`config.mk`:
```
export PLATFORM = sky130hd
export DESIGN_NAME = regfile_seq
export DESIGN_NICKNAME = d
export VERILOG_FILES = /design/src/rtl/regfile_seq.sv
export SDC_FILE = /design/constraint.sdc
export NUM_CORES = 1
export LEC_CHECK = 0
export ABC_AREA = 1
export CORE_MARGIN = 10
export CORE_UTILIZATION = 40
export DETAILED_ROUTE_END_ITERATION = 8
export GPL_TIMING_DRIVEN = 0
export PLACE_DENSITY = 0.7
export SETUP_SLACK_MARGIN = 0.02
export SYNTH_ARGS = -nofsm -noshare
export SYNTH_HDL_FRONTEND = slang
export SYNTH_SLANG_ARGS = --single-unit
```
`constraint.sdc`:
```
create_clock -name clk -period 2.1 [get_ports clk]
set_clock_uncertainty 0.05 [all_clocks]
set_input_delay 0.63 -clock clk [delete_from_list [all_inputs] [get_ports clk]]
set_output_delay 0.63 -clock clk [all_outputs]
set_load 0.05 [all_outputs]
```
`src/rtl/regfile_seq.sv`:
```
// Instruction sequencer driving the 8x16 register file: accept, read operands, write back, pulse done.
// Optional SUB instruction (101/01) is enabled by defining REGFILE_SEQ_SUB_EN.
module regfile_seq #(
  parameter int DW = 16
) (
  input  logic          clk,
  input  logic          reset,
  input  logic          in_valid,
  output logic          in_ready,
  input  logic [DW-1:0] instr,
  output logic [2:0]    rf_readnum,
  input  logic [DW-1:0] rf_data_out,
  output logic [2:0]    rf_writenum,
  output logic          rf_write,
  output logic [DW-1:0] rf_data_in,
  output logic          done,
  output logic          err,
  output logic [2:0]    dbg_state_o
);

  // Handshake: an instruction transfers on a rising edge where in_valid && in_ready;
  // in_ready is high only in IDLE, and the source holds instr/in_valid until then.

  typedef enum logic [2:0] {
    S_IDLE  = 3'd0,
    S_READA = 3'd1,
    S_READB = 3'd2,
    S_WRITE = 3'd3,
    S_DONE  = 3'd4
  } state_t;

  typedef enum logic [1:0] {
    K_MOVI = 2'd0,
    K_MOVR = 2'd1,
    K_ALU  = 2'd2,
    K_BAD  = 2'd3
  } kind_t;

  state_t        state_q, state_d;
  logic [15:0]   instr_q, instr_d;
  logic [DW-1:0] a_q, a_d;
  logic [DW-1:0] b_q, b_d;
  logic          err_q, err_d;
  logic [DW-1:0] result;
  logic          unused_bits;

  function automatic kind_t classify(input logic [15:0] i);
    case ({i[15:13], i[12:11]})
      5'b110_10: classify = K_MOVI;
      5'b110_00: classify = K_MOVR;
      5'b101_00: classify = K_ALU;
`ifdef REGFILE_SEQ_SUB_EN
      5'b101_01: classify = K_ALU;
`endif
      default:   classify = K_BAD;
    endcase
  endfunction

  assign unused_bits = ^instr_q[4:3];
  assign dbg_state_o = state_q;

  // Result is built only from latched instruction and operands.
  always_comb begin
    result = '0;
    case (classify(instr_q))
      K_MOVI:  result = {{8{instr_q[7]}}, instr_q[7:0]};
      K_MOVR:  result = b_q;
`ifdef REGFILE_SEQ_SUB_EN
      K_ALU:   result = instr_q[11] ? (a_q - b_q) : (a_q + b_q);
`else
      K_ALU:   result = a_q + b_q;
`endif
      default: result = '0;
    endcase
  end

  always_comb begin
    state_d     = state_q;
    instr_d     = instr_q;
    a_d         = a_q;
    b_d         = b_q;
    err_d       = err_q;
    in_ready    = 1'b0;
    rf_readnum  = 3'd0;
    rf_writenum = 3'd0;
    rf_write    = 1'b0;
    rf_data_in  = '0;
    done        = 1'b0;
    err         = 1'b0;
    case (state_q)
      S_IDLE: begin
        in_ready = 1'b1;
        if (in_valid) begin
          instr_d = instr[15:0];
          err_d   = 1'b0;
          case (classify(instr[15:0]))
            K_MOVI:  state_d = S_WRITE;
            K_MOVR:  state_d = S_READB;
            K_ALU:   state_d = S_READA;
            default: begin
              err_d   = 1'b1;
              state_d = S_DONE;
            end
          endcase
        end
      end
      S_READA: begin
        rf_readnum = instr_q[10:8];
        a_d        = rf_data_out;
        state_d    = S_READB;
      end
      S_READB: begin
        rf_readnum = instr_q[2:0];
        b_d        = rf_data_out;
        state_d    = S_WRITE;
      end
      S_WRITE: begin
        // Gate with reset so an aborted instruction never commits.
        rf_write    = !reset;
        rf_writenum = (classify(instr_q) == K_MOVI) ? instr_q[10:8] : instr_q[7:5];
        rf_data_in  = result;
        state_d     = S_DONE;
      end
      S_DONE: begin
        done    = 1'b1;
        err     = err_q;
        state_d = S_IDLE;
      end
      default: state_d = S_IDLE;
    endcase
  end

  always_ff @(posedge clk) begin
    if (reset) begin
      state_q <= S_IDLE;
      instr_q <= '0;
      a_q     <= '0;
      b_q     <= '0;
      err_q   <= 1'b0;
    end else begin
      state_q <= state_d;
      instr_q <= instr_d;
      a_q     <= a_d;
      b_q     <= b_d;
      err_q   <= err_d;
    end
  end

endmodule
```
==> results_dict.tcl, run 1 <==
set metrics [dict create \
    outcome "finished with violations" \
    violations "setup timing" \
    max-vdd-ir-drop_v 0.000388 \
    drtIter0Drc 154 \
    multiInputGateArea_um2 2570 \
    intPower_mw 1.58 \
    relSlewSlack_pct 66.7 \
    worstPathArrival_ns 2.09 \
    power_frac_comb_pct 19.5 \
    post-dp-hpwl_um 7950 \
    synth_largest_area_cell "dfxtp_1" \
    grt_start_max_net_pins 17 \
    worst_slack_ns -0.669 \
    seq_area_um2 1100 \
    critical_path.max_fanout 4 \
    cellPowerDensity_nw_per_um2 419 \
    fillers 674 \
    endpoint_kind "primary output" \
    yosysWarnings 0 \
    die-area_um2 12000 \
    synth-edff-count 0 \
    hold_path.class "flop to flop" \
    clkPwrFrac_pct 31.2 \
    syn_avg_cell_area_um2 6.47 \
    synth_area_um2 3200 \
    track_usage_pct 18.2 \
    setup_viol 20 \
    placed_area_um2 4390 \
    finalCritPeriodShare_pct 132 \
    rsz0062_at_grt "yes" \
    syn_inst 495 \
    min_period_ns 2.77 \
    slew_violations 0 \
    cts_hold_buf 0 \
    drcViolationCount 0 \
    yosys.cell_types.count 32 \
    hold_path_depth 2 \
    ios 64 \
    synth_commonest_cells "102 x nand2_1, 80 x nor2_1, 57 x inv_1" \
    grt_remaining_overflow 0 \
    crit_required_ns 1.42 \
    p_sw_share_pct 28.3 \
    synth.top_cell.area_share_pct 32.5 \
    rrSetupSlack_ns 0.48 \
    htree_levels 2 \
    row_count 32 \
    total_power_mw 2.21 \
    antenna_cells 0 \
    critPathLaunchType "flop" \
    power_frac_seq_pct 49.3 \
    r2r_start "dbg_state_o[1]" \
    areaGrowthSynthToFinish_pct 64.4 \
    yosys_most_used_dff "dfxtp_1" \
    place_congestion 0.835 \
    cts_root_buf "clkbuf_8" \
    synth_nets 546 \
    critPathLaunch "b_q[0]" \
    core_area_um2 7770 \
    die_h_um 109 \
    cts_inserted_buffers 5 \
    hp-start "instr_q[4]" \
    hold_viol 0 \
    synthArstFlopShare_pct 0 \
    maxCapViolCount 0 \
    path_clk_slew_ns 0.10 \
    max_slew.worst_pin.slew_ns 0.501 \
    synthTopCellsByArea "dfxtp_1 33%, nand2_1 12%, nor2_1 9.4%" \
    critPathKind "flop to primary output" \
    grt_first_pass_wirelength_um 17600 \
    drt-wirelength-per-cell_um 15.7 \
    whs_ns 0.435 \
    power_switching_mw 0.624 \
    nNetsFinal 650 \
    clk_latency_ns 0.30 \
    routed_wl_um 11000 \
    io_buffers 63 \
    ant_nets 0 \
    synth-seq-cells 52 \
    cts_max_path_buffers 2 \
    p_leak_nw 2.14 \
    cts_sinks 52 \
    grt_pass1_vias 3662 \
    final_cell_area_um2 5270 \
    initial_core_util_pct 41.2 \
    yosysSeqAreaShare_pct 32.5 \
    max_freq_ghz 0.361 \
    antenna_found_initial 0 \
    vias_per_cell 5.11 \
    cts_tree "done" \
    dp_slack_ns -1.04 \
    fp.dieW_um 109 \
    r2r-end "b_q[13]" \
    r2r_cells 6 \
    drive_gt1_share_pct 41.2 \
    yosysMostFrequentCell "nand2_1" \
    vias 3589 \
    hold_end "instr_q[4]" \
    drt_first_pass_iters 4 \
]
## routing by layer
metal / vias to the layer above / wire length, um / GRT usage [%]
li1: 1822 / - / -
met1: 1678 / 4830 / 22.3
met2: 78 / 5500 / 31.8
met3: 11 / 550 / 3.45
met4: 0 / 136 / 4.83
met5: - / 0 / 0
## cell type report
type,instances,area share (%)
Sequential cell,52,21.0
Inverter,63,5.01
Buffer,15,2.35
Tap cell,102,2.42
Clock buffer,5,1.31
Timing Repair Buffer,97,18.4
Multi-Input combinational cell,365,48.8
Clock inverter,3,0.808
## layout by cell type, fill, tap and decap left out, drive strengths merged, types with 3 or more instances in the layout
cell type      count
or2                8
nand3             26
nand2            102
buf               69
o22ai              3
ha                15
clkdlybuf4s50     34
a21oi             50
nand4              4
nor3               7
clkbuf            11
inv               61
dfxtp             52
o21ai             49
nor2              84
clkinvlp           3
o211ai             4
## power by group through the flow
stage | registers (mW) | clock network (mW) | logic (mW)
2_1_floorplan | 1.10 | 0 | 0.221
3_3_place_gp | 1.10 | 0 | 0.368
3_5_place_dp | 1.11 | 0 | 0.373
4_1_cts | 1.09 | 0.696 | 0.409
5_1_grt | 1.09 | 0.732 | 0.469
6_report | 1.09 | 0.687 | 0.430
## timing repair
item / 4_1_cts / 5_1_grt
setup endpoints to repair: 29 / 50
resized for setup: 282 / 48
pin swaps: 26 / 22
buffers inserted: 25 / 8
cloned: 1 / 1
## worst max-delay path by stage
stage / to / depth (start not counted)
after floorplan: rf_data_in[14] / 11
after global placement: rf_data_in[8] / 6
after detailed placement: rf_data_in[10] / 12
after CTS: rf_data_in[10] / 12
after global routing: rf_data_in[14] / 12
final: rf_data_in[14] / 12
## metrics by stage
step           instances  util [%]  TNS [ns]
2_1_floorplan        495         -     -2.12
3_3_place_gp         660      56.5    -25.00
3_5_place_dp         660      56.5    -25.53
4_1_cts              693      65.4     -8.51
5_1_grt              702      67.8    -10.75
6_report             702      67.8     -8.85
## registers in the layout, indices dropped and copies added (netlist names)
| register | cells |
|---|---|
| dbg_state_o | 3 |
| instr_q | 16 |
| b_q | 16 |
| err_q | 1 |
| a_q | 16 |
## worst max-delay path, cell delays in order, from the launching register on
cell     delay (ns)
dfxtp_2        0.35
ha_4           0.16
fa_2           0.35
nand2_2        0.09
nand2_2        0.08
nand3_2        0.09
nand2_4        0.07
nand2_2        0.07
nand2_1        0.05
nand2_1        0.07
nand3_2        0.08
a21oi_4        0.14
buf_6          0.17
## cells by family (layout without fill, tap and decap cells)
logic type	after synthesis	count (layout)	synth area share, %
simple gates	237	238	32.3
compound gates	110	110	18.1
buf+inv	79	183	10.3
flops	52	52	32.5
fa+ha+maj	16	16	6.48
xor+xnor	1	1	0.273
Power figures use the tool's default switching activity.
==> inputs of run 2 (changes only) <==
--- a/config.mk
+++ b/config.mk
@@ -8,9 +8,11 @@
 export ABC_AREA = 1
 export CORE_MARGIN = 10
 export CORE_UTILIZATION = 40
+export CTS_BUF_LIST = sky130_fd_sc_hd__clkbuf_2
 export DETAILED_ROUTE_END_ITERATION = 8
 export GPL_TIMING_DRIVEN = 0
 export PLACE_DENSITY = 0.7
+export REMOVE_ABC_BUFFERS = 1
 export SETUP_SLACK_MARGIN = 0.02
 export SYNTH_ARGS = -nofsm -noshare
 export SYNTH_HDL_FRONTEND = slang
==> run 2 against run 1 <==
Compared with the run above:
- the flow still finishes with violations (setup timing)
- worst setup slack got worse by 0.22 ns
- critical path type unchanged
- global-route usage barely moved
- register-to-register slack got worse by 0.14 ns
- critical endpoint is now rf_data_in[12]
- sequential cell count did not move
- clock power fell by 40%
- total power fell by 10%
- largest power group unchanged
- sequential power barely moved
- highest routed layer unchanged
- core utilization fell by 1.3 points
- hold slack improved by 0.026 ns
==> results_dict.tcl, run 2 (synthesis gave the netlist of run 1 again) <==
set metrics [dict create \
    p_leak_nw 2.24 \
    crit_slowest_cell "dfxtp_2" \
    rrSetupSlack_ns 0.34 \
    max_freq_ghz 0.335 \
    drtIter0Drc 277 \
    track_usage_pct 18.2 \
    die-area_um2 12000 \
    io_buffers 63 \
    total_power_mw 1.97 \
    crit_required_ns 1.42 \
    r2r_start "dbg_state_o[0]" \
    cellPowerDensity_nw_per_um2 382 \
    path_cells "ha_4, fa_2, nand2_2, nand2_2, nand2_2, inv_2, nand3_2, nand3_2, nand2_2, nand3_2, a21oi_2, buf_6" \
    drcViolationCount 0 \
    drt_first_pass_iters 5 \
    hp-start "instr_q[15]" \
    die_h_um 109 \
    cts_tree "done" \
    endpoint_kind "primary output" \
    min_period_ns 2.99 \
    cp_num_buf_inv 2 \
    cts_inserted_buffers 5 \
    path_clk_slew_ns 0.25 \
    ios 64 \
    hold_end "instr_q[15]" \
    grt_first_pass_wirelength_um 17600 \
    worst_slack_ns -0.887 \
    violations "setup timing" \
    max-vdd-ir-drop_v 0.000260 \
    maxCapViolCount 0 \
    grt_start_max_net_pins 30 \
    row_count 32 \
    hold_path.class "flop to flop" \
    relSlewSlack_pct 67.1 \
    areaGrowthSynthToFinish_pct 61.2 \
    vias_per_cell 5.52 \
    antenna_cells 0 \
    worstPathArrival_ns 2.31 \
    grt_pass1_vias 3657 \
    r2r_cells 7 \
    cts_sinks 52 \
    outcome "finished with violations" \
    max_slew.worst_pin.slew_ns 0.492 \
    r2r-end "b_q[0]" \
    rsz0062_at_grt "yes" \
    critPathTopFamily "simple AND/OR/NAND/NOR gates" \
    layout_common_cells "76 x nor2_1, 62 x nand2_1, 45 x o21ai_0" \
    nNetsFinal 647 \
    antenna_found_initial 0 \
    core_area_um2 7770 \
    htree_levels 2 \
    drt-wirelength-per-cell_um 17.5 \
    fillers 591 \
    top_regs "a_q: 16 flops, b_q: 16 flops, instr_q: 16 flops" \
    initial_core_util_pct 41.2 \
    critical_path.max_fanout 3 \
    grt_remaining_overflow 0 \
    hold_viol 0 \
    clk_latency_ns 0.43 \
    hold_path_depth 2 \
    setup_viol 24 \
    layout_commonest_cell "nor2_1" \
    place_congestion 0.933 \
    slew_violations 0 \
    routed_wl_um 12300 \
    drive_gt1_share_pct 42.9 \
    finalCritPeriodShare_pct 142 \
    vias 3856 \
    fp.dieW_um 109 \
    cts_max_path_buffers 2 \
    cp_common_cell "nand2_2" \
    post-dp-hpwl_um 6770 \
    slowest_delay_ns 0.40 \
    cts_hold_buf 0 \
    dp_slack_ns -1.19 \
    ant_nets 0 \
    critPathKind "flop to primary output" \
    cts_root_buf "clkbuf_2" \
    critPathLaunchType "flop" \
]
## run 2: cell count changes in the layout (fill, tap and decap cells not counted), moves of 4 or more
cell      change
a21oi_4      -10
a21oi_2       +7
clkbuf_8      -5
nand2_2       +4
dfxtp_1       -4
dfxtp_2       +4
nand2_1      -10
buf_6         -6
nand2_4       +6
buf_4         +8
## run 2: worst reg2reg max path: stages, from the launching register on
cell and delay [ns]:
dfxtp_4 0.42, buf_4 0.17, nor3_4 0.31, buf_4 0.17, buf_4 0.09, buf_4 0.23, o21ai_0 0.12, nor2_1 0.15
## run 2: worst max path at each step
| stage | from | endpoint | slack (ns) | cells after the start |
|---|---|---|---|---|
| final | b_q[0] | rf_data_in[12] | -0.89 | 12 |
| after global routing | b_q[0] | rf_data_in[8] | -0.97 | 10 |
| after detailed placement | instr_q[11] | rf_data_in[9] | -1.19 | 8 |
| after CTS | a_q[0] | rf_data_in[10] | -0.87 | 12 |
| after floorplan | a_q[0] | rf_data_in[14] | -0.76 | 11 |
| after global placement | dbg_state_o[2] | rf_readnum[2] | -1.13 | 4 |
## run 2: stage by stage
step | hold slack [ns] | utilization (%) | setup TNS (ns) | cell area (um^2) | instances
CTS | 0.462 | 61.2 | -13.83 | 4750 | 685
finish | 0.461 | 66.5 | -13.94 | 5160 | 699
global route | 0.487 | 66.5 | -16.07 | 5160 | 699
detailed placement | 0.398 | 49.8 | -47.29 | 3870 | 644
global placement | 0.396 | 49.8 | -43.67 | 3870 | 644
floorplan | 0.381 | - | -13.45 | 3110 | 479
## run 2: area by class of cell
cell class / count / area [um^2] / share of cell area (%)
inverter: 63 / 255 / 4.94
sequential: 52 / 1110 / 21.5
clock inverter: 2 / 11.3 / 0.218
clock buffer: 6 / 30.0 / 0.581
tap: 102 / 128 / 2.47
multi-input combinational: 366 / 2550 / 49.4
timing repair buffer: 107 / 1070 / 20.8
timing repair inverter: 1 / 7.51 / 0.145
## run 2: what timing repair did
action,CTS,global route
resized for setup,328,88
cloned,3,1
pin swaps,36,36
setup buffers,30,14
setup endpoints to repair,43,27
## run 2: per-layer routing
| metal | GRT usage (%) | routed length (um) |
|---|---|---|
| met1 | 21.5 | 4530 |
| met5 | 0 | 0 |
| met2 | 31.4 | 6240 |
| met4 | 7.71 | 406 |
| met3 | 3.69 | 1080 |
## run 2: report_power, final
| part | total [mW] | internal, mW | leakage [nW] | switching, mW |
|---|---|---|---|---|
| Combinational | 0.463 | 0.209 | 1.77 | 0.254 |
| Sequential | 1.10 | 1.04 | 0.444 | 0.0566 |
| Clock | 0.415 | 0.0828 | 0.0266 | 0.333 |
==> variant 1: new RTL, config.mk and constraints of run 2 <==
Make the reset (`reset`) asynchronous in one clocked block.
--- a/src/rtl/regfile_seq.sv
+++ b/src/rtl/regfile_seq.sv
@@ -131,5 +131,5 @@
   end
 
-  always_ff @(posedge clk) begin
+  always_ff @(posedge clk or posedge reset) begin
     if (reset) begin
       state_q <= S_IDLE;
Check against the original RTL: differs if reset is asserted again (counterexample within 4 cycles, from zero or initial values and one cycle with reset high); with reset held inactive, the same outputs for 10 cycles.
==> variant 1 against run 2 <==
  * Synthesized cell count fell by 0.20%
  * Critical path depth shrank 1
  * Setup slack lost 0.15 ns
  * Via count down 4.5%
  * Sequential cell count unchanged
  * Routed wire length is 4.6% lower
  * First-iteration DRC count is 31% lower
  * Critical path type unchanged
  * Synthesized area grew 6.6%
  * Largest cell class unchanged
  * Final area increased by 3.4%
  * Fmax down 4.7%
  * The flow still finishes with violations (setup timing)
  * Global-route usage down 1.3 points
  * Critical endpoint is now rf_data_in[8]
  * Count of clock-buffer cells in the layout unchanged
Power is left out: it rests on default switching activity, and per cell area and clock period it moved more than threefold.
==> variant 1: results (changes against run 2) <==
Yosys
  • Post-Synth XOR/XNOR Area: 0.257% (was 0.273%)
  • Synth top area share: 38.1% (was 32.5%)
  • Adder-cell share of the synthesized area: 6.09% (was 6.48%)
  • Commonest cells in the netlist: 171 x nand2_1, 83 x inv_1, 52 x dfrtp_1, 50 x o21ai_0, 28 x nand3_1 (was 102 x nand2_1, 80 x nor2_1, 57 x inv_1, 52 x dfxtp_1, 49 x o21ai_0)
  • Seq/Total Area, Yosys: 38.1% (was 32.5%)
  • Main synth FF type: dfrtp_1 (was dfxtp_1)
  • Compound-Gate Fraction of Synth Area: 13.2% (was 18.1%)
  • Mapped Cells: 494 (was 495)
  • Top cells by area, synth: dfrtp_1 38%, nand2_1 19%, inv_1 9.1% (was dfxtp_1 33%, nand2_1 12%, nor2_1 9.4%)

Min path
  • Hold Crit Class: input pin to asynchronous set/reset pin (was flip-flop to flip-flop)

Timing
  • Slew Limit Headroom: 57.9% (was 67.1%)
  • Final setup viols: 26 (was 24)
  • Final critical-path setup slack: -1.03 ns (was -0.887 ns)

Worst setup path
  • FF-to-FF End: instr_q[8]$_DFFE_PP0P_ (was b_q[0]$_SDFFE_PP0N_)
  • Reg-to-reg startpoint: dbg_state_o[0]$_DFFE_PP0P_ (was dbg_state_o[0]$_SDFFE_PP0P_)
  • Reg2reg setup slack: 0.28 ns (was 0.34 ns)
  • Setup crit end: rf_data_in[8] (was rf_data_in[12])
  • Crit path max fanout: 4 (was 3)
  • R2R cell count: 9 (was 7)

Placed design
  • Post-DP HPWL: 6.64 mm (was 6.77 mm)
  • Gpl congestion: 0.862 (was 0.933)

Final layout
  • Filler instances: 680 (was 591)
  • Layout cells sized above 1: 33.7% (was 42.9%)
  • Nets@finish: 664 (was 647)
  • Fin cells: 719 (was 699)

Route
  • Initial drt markers: 191 (was 277)
  • Routed via count: 3,682 (was 3,856)

Clocking
  • Clk slew on worst S/H paths: 0.32 ns (was 0.25 ns)

Run status
  • Failing checks: setup timing (unchanged)
  • Outcome: finished with violations (unchanged)

Global routing
  • Vias in the first global route: 3,609 (was 3,657)
  • Largest net degree at the start of global routing: 39 (was 30)
  • Gr usage total: 16.9% (was 18.2%)
## variant 1: cell types whose count changed after synthesis, sizes merged, moves of 3 or more
cell and delta:
a21oi -28, a31oi +3, dfrtp +52, dfxtp -52, inv +25, nand2 +71, nand3 +3, nor2 -67
## variant 1: worst min path at each step
stage / from / endpoint / slack (ns)
after detailed placement: instr_q[3]$_DFFE_PP0P_ / instr_q[3]$_DFFE_PP0P_ / 0.42
after global routing: reset / b_q[15]$_DFFE_PP0N_ / 0.42
after CTS: reset / a_q[15]$_DFFE_PP0P_ / 0.43
after floorplan: err_q$_DFFE_PP0P_ / err_q$_DFFE_PP0P_ / 0.40
final: reset / b_q[15]$_DFFE_PP0N_ / 0.43
after global placement: instr_q[11]$_DFFE_PP0P_ / instr_q[11]$_DFFE_PP0P_ / 0.42
## variant 1: critical path: stages, from the launching register on
cell	delay, ns
dfrtp_1	0.46
ha_2	0.20
fa_2	0.35
nand2_2	0.09
nand2_2	0.08
and2_4	0.17
nand2_2	0.06
nand3_1	0.07
nand2_1	0.07
nand3_2	0.06
a21oi_2	0.17
buf_6	0.18
## variant 1: cell type report
cell class,instances,area share (%)
multi-input cells,343,42.3
flip-flops and latches,52,24.4
repair buffers,122,22.7
inverters,88,7.05
well taps,105,2.46
clock buffers,6,0.562
clock inverters,2,0.328
repair inverters,1,0.164
## variant 1: metrics by stage
stage | hold WS, ns | setup TNS [ns] | setup WS, ns | area [um2]
floorplan | 0.396 | -14.83 | -0.837 | 3350
global placement | 0.419 | -66.99 | -1.30 | 4110
detailed placement | 0.421 | -26.60 | -1.39 | 4130
CTS | 0.430 | -17.03 | -1.03 | 4960
global route | 0.425 | -20.77 | -1.18 | 5340
finish | 0.427 | -17.72 | -1.03 | 5340
## variant 1: kinds of logic after synthesis
| kind of cell | Yosys count |
|---|---|
| buf+inv | 100 |
| fa+ha+maj | 16 |
| simple gates | 241 |
| flops | 52 |
| compound gates | 84 |
| xor+xnor | 1 |
## variant 1: metal layers
layer	wire, um	part of all wire (%)	track usage [%]
met4	246	2.1	5.50
met1	4880	42	19.6
met3	753	6.4	4.79
met2	5810	50	29.4
met5	0	0	0
## variant 1: what timing repair did
item,CTS,global route
setup buffers,38,21
gates resized for setup,293,61
gates cloned,2,0
setup endpoints to repair,29,28
hold endpoints to repair,0,0
pin swaps,19,24
==> variant 2: new RTL, flow settings as in run 2 <==
Made on the original files. The option `REGFILE_SEQ_SUB_EN` is turned on by a define.
--- a/src/rtl/regfile_seq.sv
+++ b/src/rtl/regfile_seq.sv
@@ -1,4 +1,6 @@
 // Instruction sequencer driving the 8x16 register file: accept, read operands, write back, pulse done.
 // Optional SUB instruction (101/01) is enabled by defining REGFILE_SEQ_SUB_EN.
+`define REGFILE_SEQ_SUB_EN
+
 module regfile_seq #(
   parameter int DW = 16
Formal check against the unedited RTL: not equivalent (Yosys sat finds a counterexample within 4 cycles, from zero or initial values and one cycle with reset high).
==> variant 2 against run 2 <==
  * The flow still finishes with violations (setup timing)
  * Final area rose by 2.6%
  * Cell count up 7.9%
  * Non-clock buffer count increased by 5
  * Setup slack got worse by 0.94 ns
  * Routed wire length up 5.0%
  * Sequential cell count unchanged
  * Critical path depth grew 5
  * First-iteration DRC count up 19%
  * Synthesized area grew 10%
  * Hold slack got worse by 0.023 ns
  * Critical path type unchanged
  * Highest routed layer unchanged
Power is not compared: it rests on default switching activity, and its combinational part moved more than twofold at a synthesized area within 25%.
==> variant 2: results (changes against run 2) <==
Final layout
  • Non-clk invs: 72 (was 64)
  • Final non-clock buffer share: 21.1% (was 20.8%)
  • Layout cells sized above 1: 29.3% (was 42.9%)
  • N_diodes: 1 (was 0)
  • Seq cells: 52 (unchanged)
  • Non-clk bufs: 112 (was 107)
  • Fin util: 61.1% (was 66.5%)

Yosys
  • Seq/Total Area, Yosys: 29.5% (was 32.5%)
  • Commonest cells in the netlist: 133 x nand2_1, 66 x inv_1, 54 x a21oi_1, 53 x nor2_1, 52 x dfxtp_1 (was 102 x nand2_1, 80 x nor2_1, 57 x inv_1, 52 x dfxtp_1, 49 x o21ai_0)
  • Top cells by area, synth: dfxtp_1 29%, nand2_1 14%, a21oi_1 7.6% (was dfxtp_1 33%, nand2_1 12%, nor2_1 9.4%)
  • Compound-Gate Fraction of Synth Area: 18.4% (was 18.1%)
  • Library cells used by synthesis: 35 (was 32)

Route
  • Routed Wire Length: 12.9 mm (was 12.3 mm)
  • Drt via density: 5.48 (was 5.52)

Worst setup path
  • Reg2reg setup slack: 0.12 ns (was 0.34 ns)
  • Crit path max fanout: 4 (was 3)
  • FF-to-FF End: instr_q[2]$_SDFFE_PP0P_ (was b_q[0]$_SDFFE_PP0N_)

Placed design
  • Post-DP HPWL: 8.08 mm (was 6.77 mm)
  • Gpl congestion: 0.921 (was 0.933)

Min path
  • Worst hold path startpoint: instr_q[4]$_SDFFE_PP0P_ (was instr_q[15]$_SDFFE_PP0P_)
  • Min-Delay Endpoint: instr_q[4]$_SDFFE_PP0P_ (was instr_q[15]$_SDFFE_PP0P_)

Global routing
  • First-pass GRT wire length: 19.8 mm (was 17.6 mm)

Run status
  • Failing checks: setup timing (unchanged)
  • Outcome: finished with violations (unchanged)

Timing
  • Final setup viols: 26 (was 24)
  • Final critical-path setup slack: -1.82 ns (was -0.887 ns)
  • Final Hold Slack: 0.438 ns (was 0.461 ns)
[variant 2: changes by cell type after synthesis, sizes merged, moves of 5 or more]
cell / delta
nand2: +35
o21ai: -28
nor2: -29
a31oi: +5
nand3: +5
a211oi: +23
xor2: +7
nand4: +15
inv: +7
xnor2: +5
[variant 2: what timing repair did]
action                     4_1_cts  5_1_grt
pin swaps                       26       24
setup buffers                   28       22
setup endpoints to repair       63       27
hold buffers                     0        0
gates cloned                     2        0
gates resized for setup        310       58
[variant 2: metrics by stage]
stage / total power, mW / setup TNS [ns]
after floorplan: 1.66 / -25.31
after global placement: 1.89 / -74.09
after detailed placement: 1.91 / -46.02
after CTS: 2.62 / -25.39
after global routing: 2.88 / -31.13
final: 2.72 / -27.34
[variant 2: cell families after synthesis]
family	count (synthesis)
simple gates	257
compound gates	113
buf+inv	93
flops	52
fa+ha+maj	17
xor+xnor	13
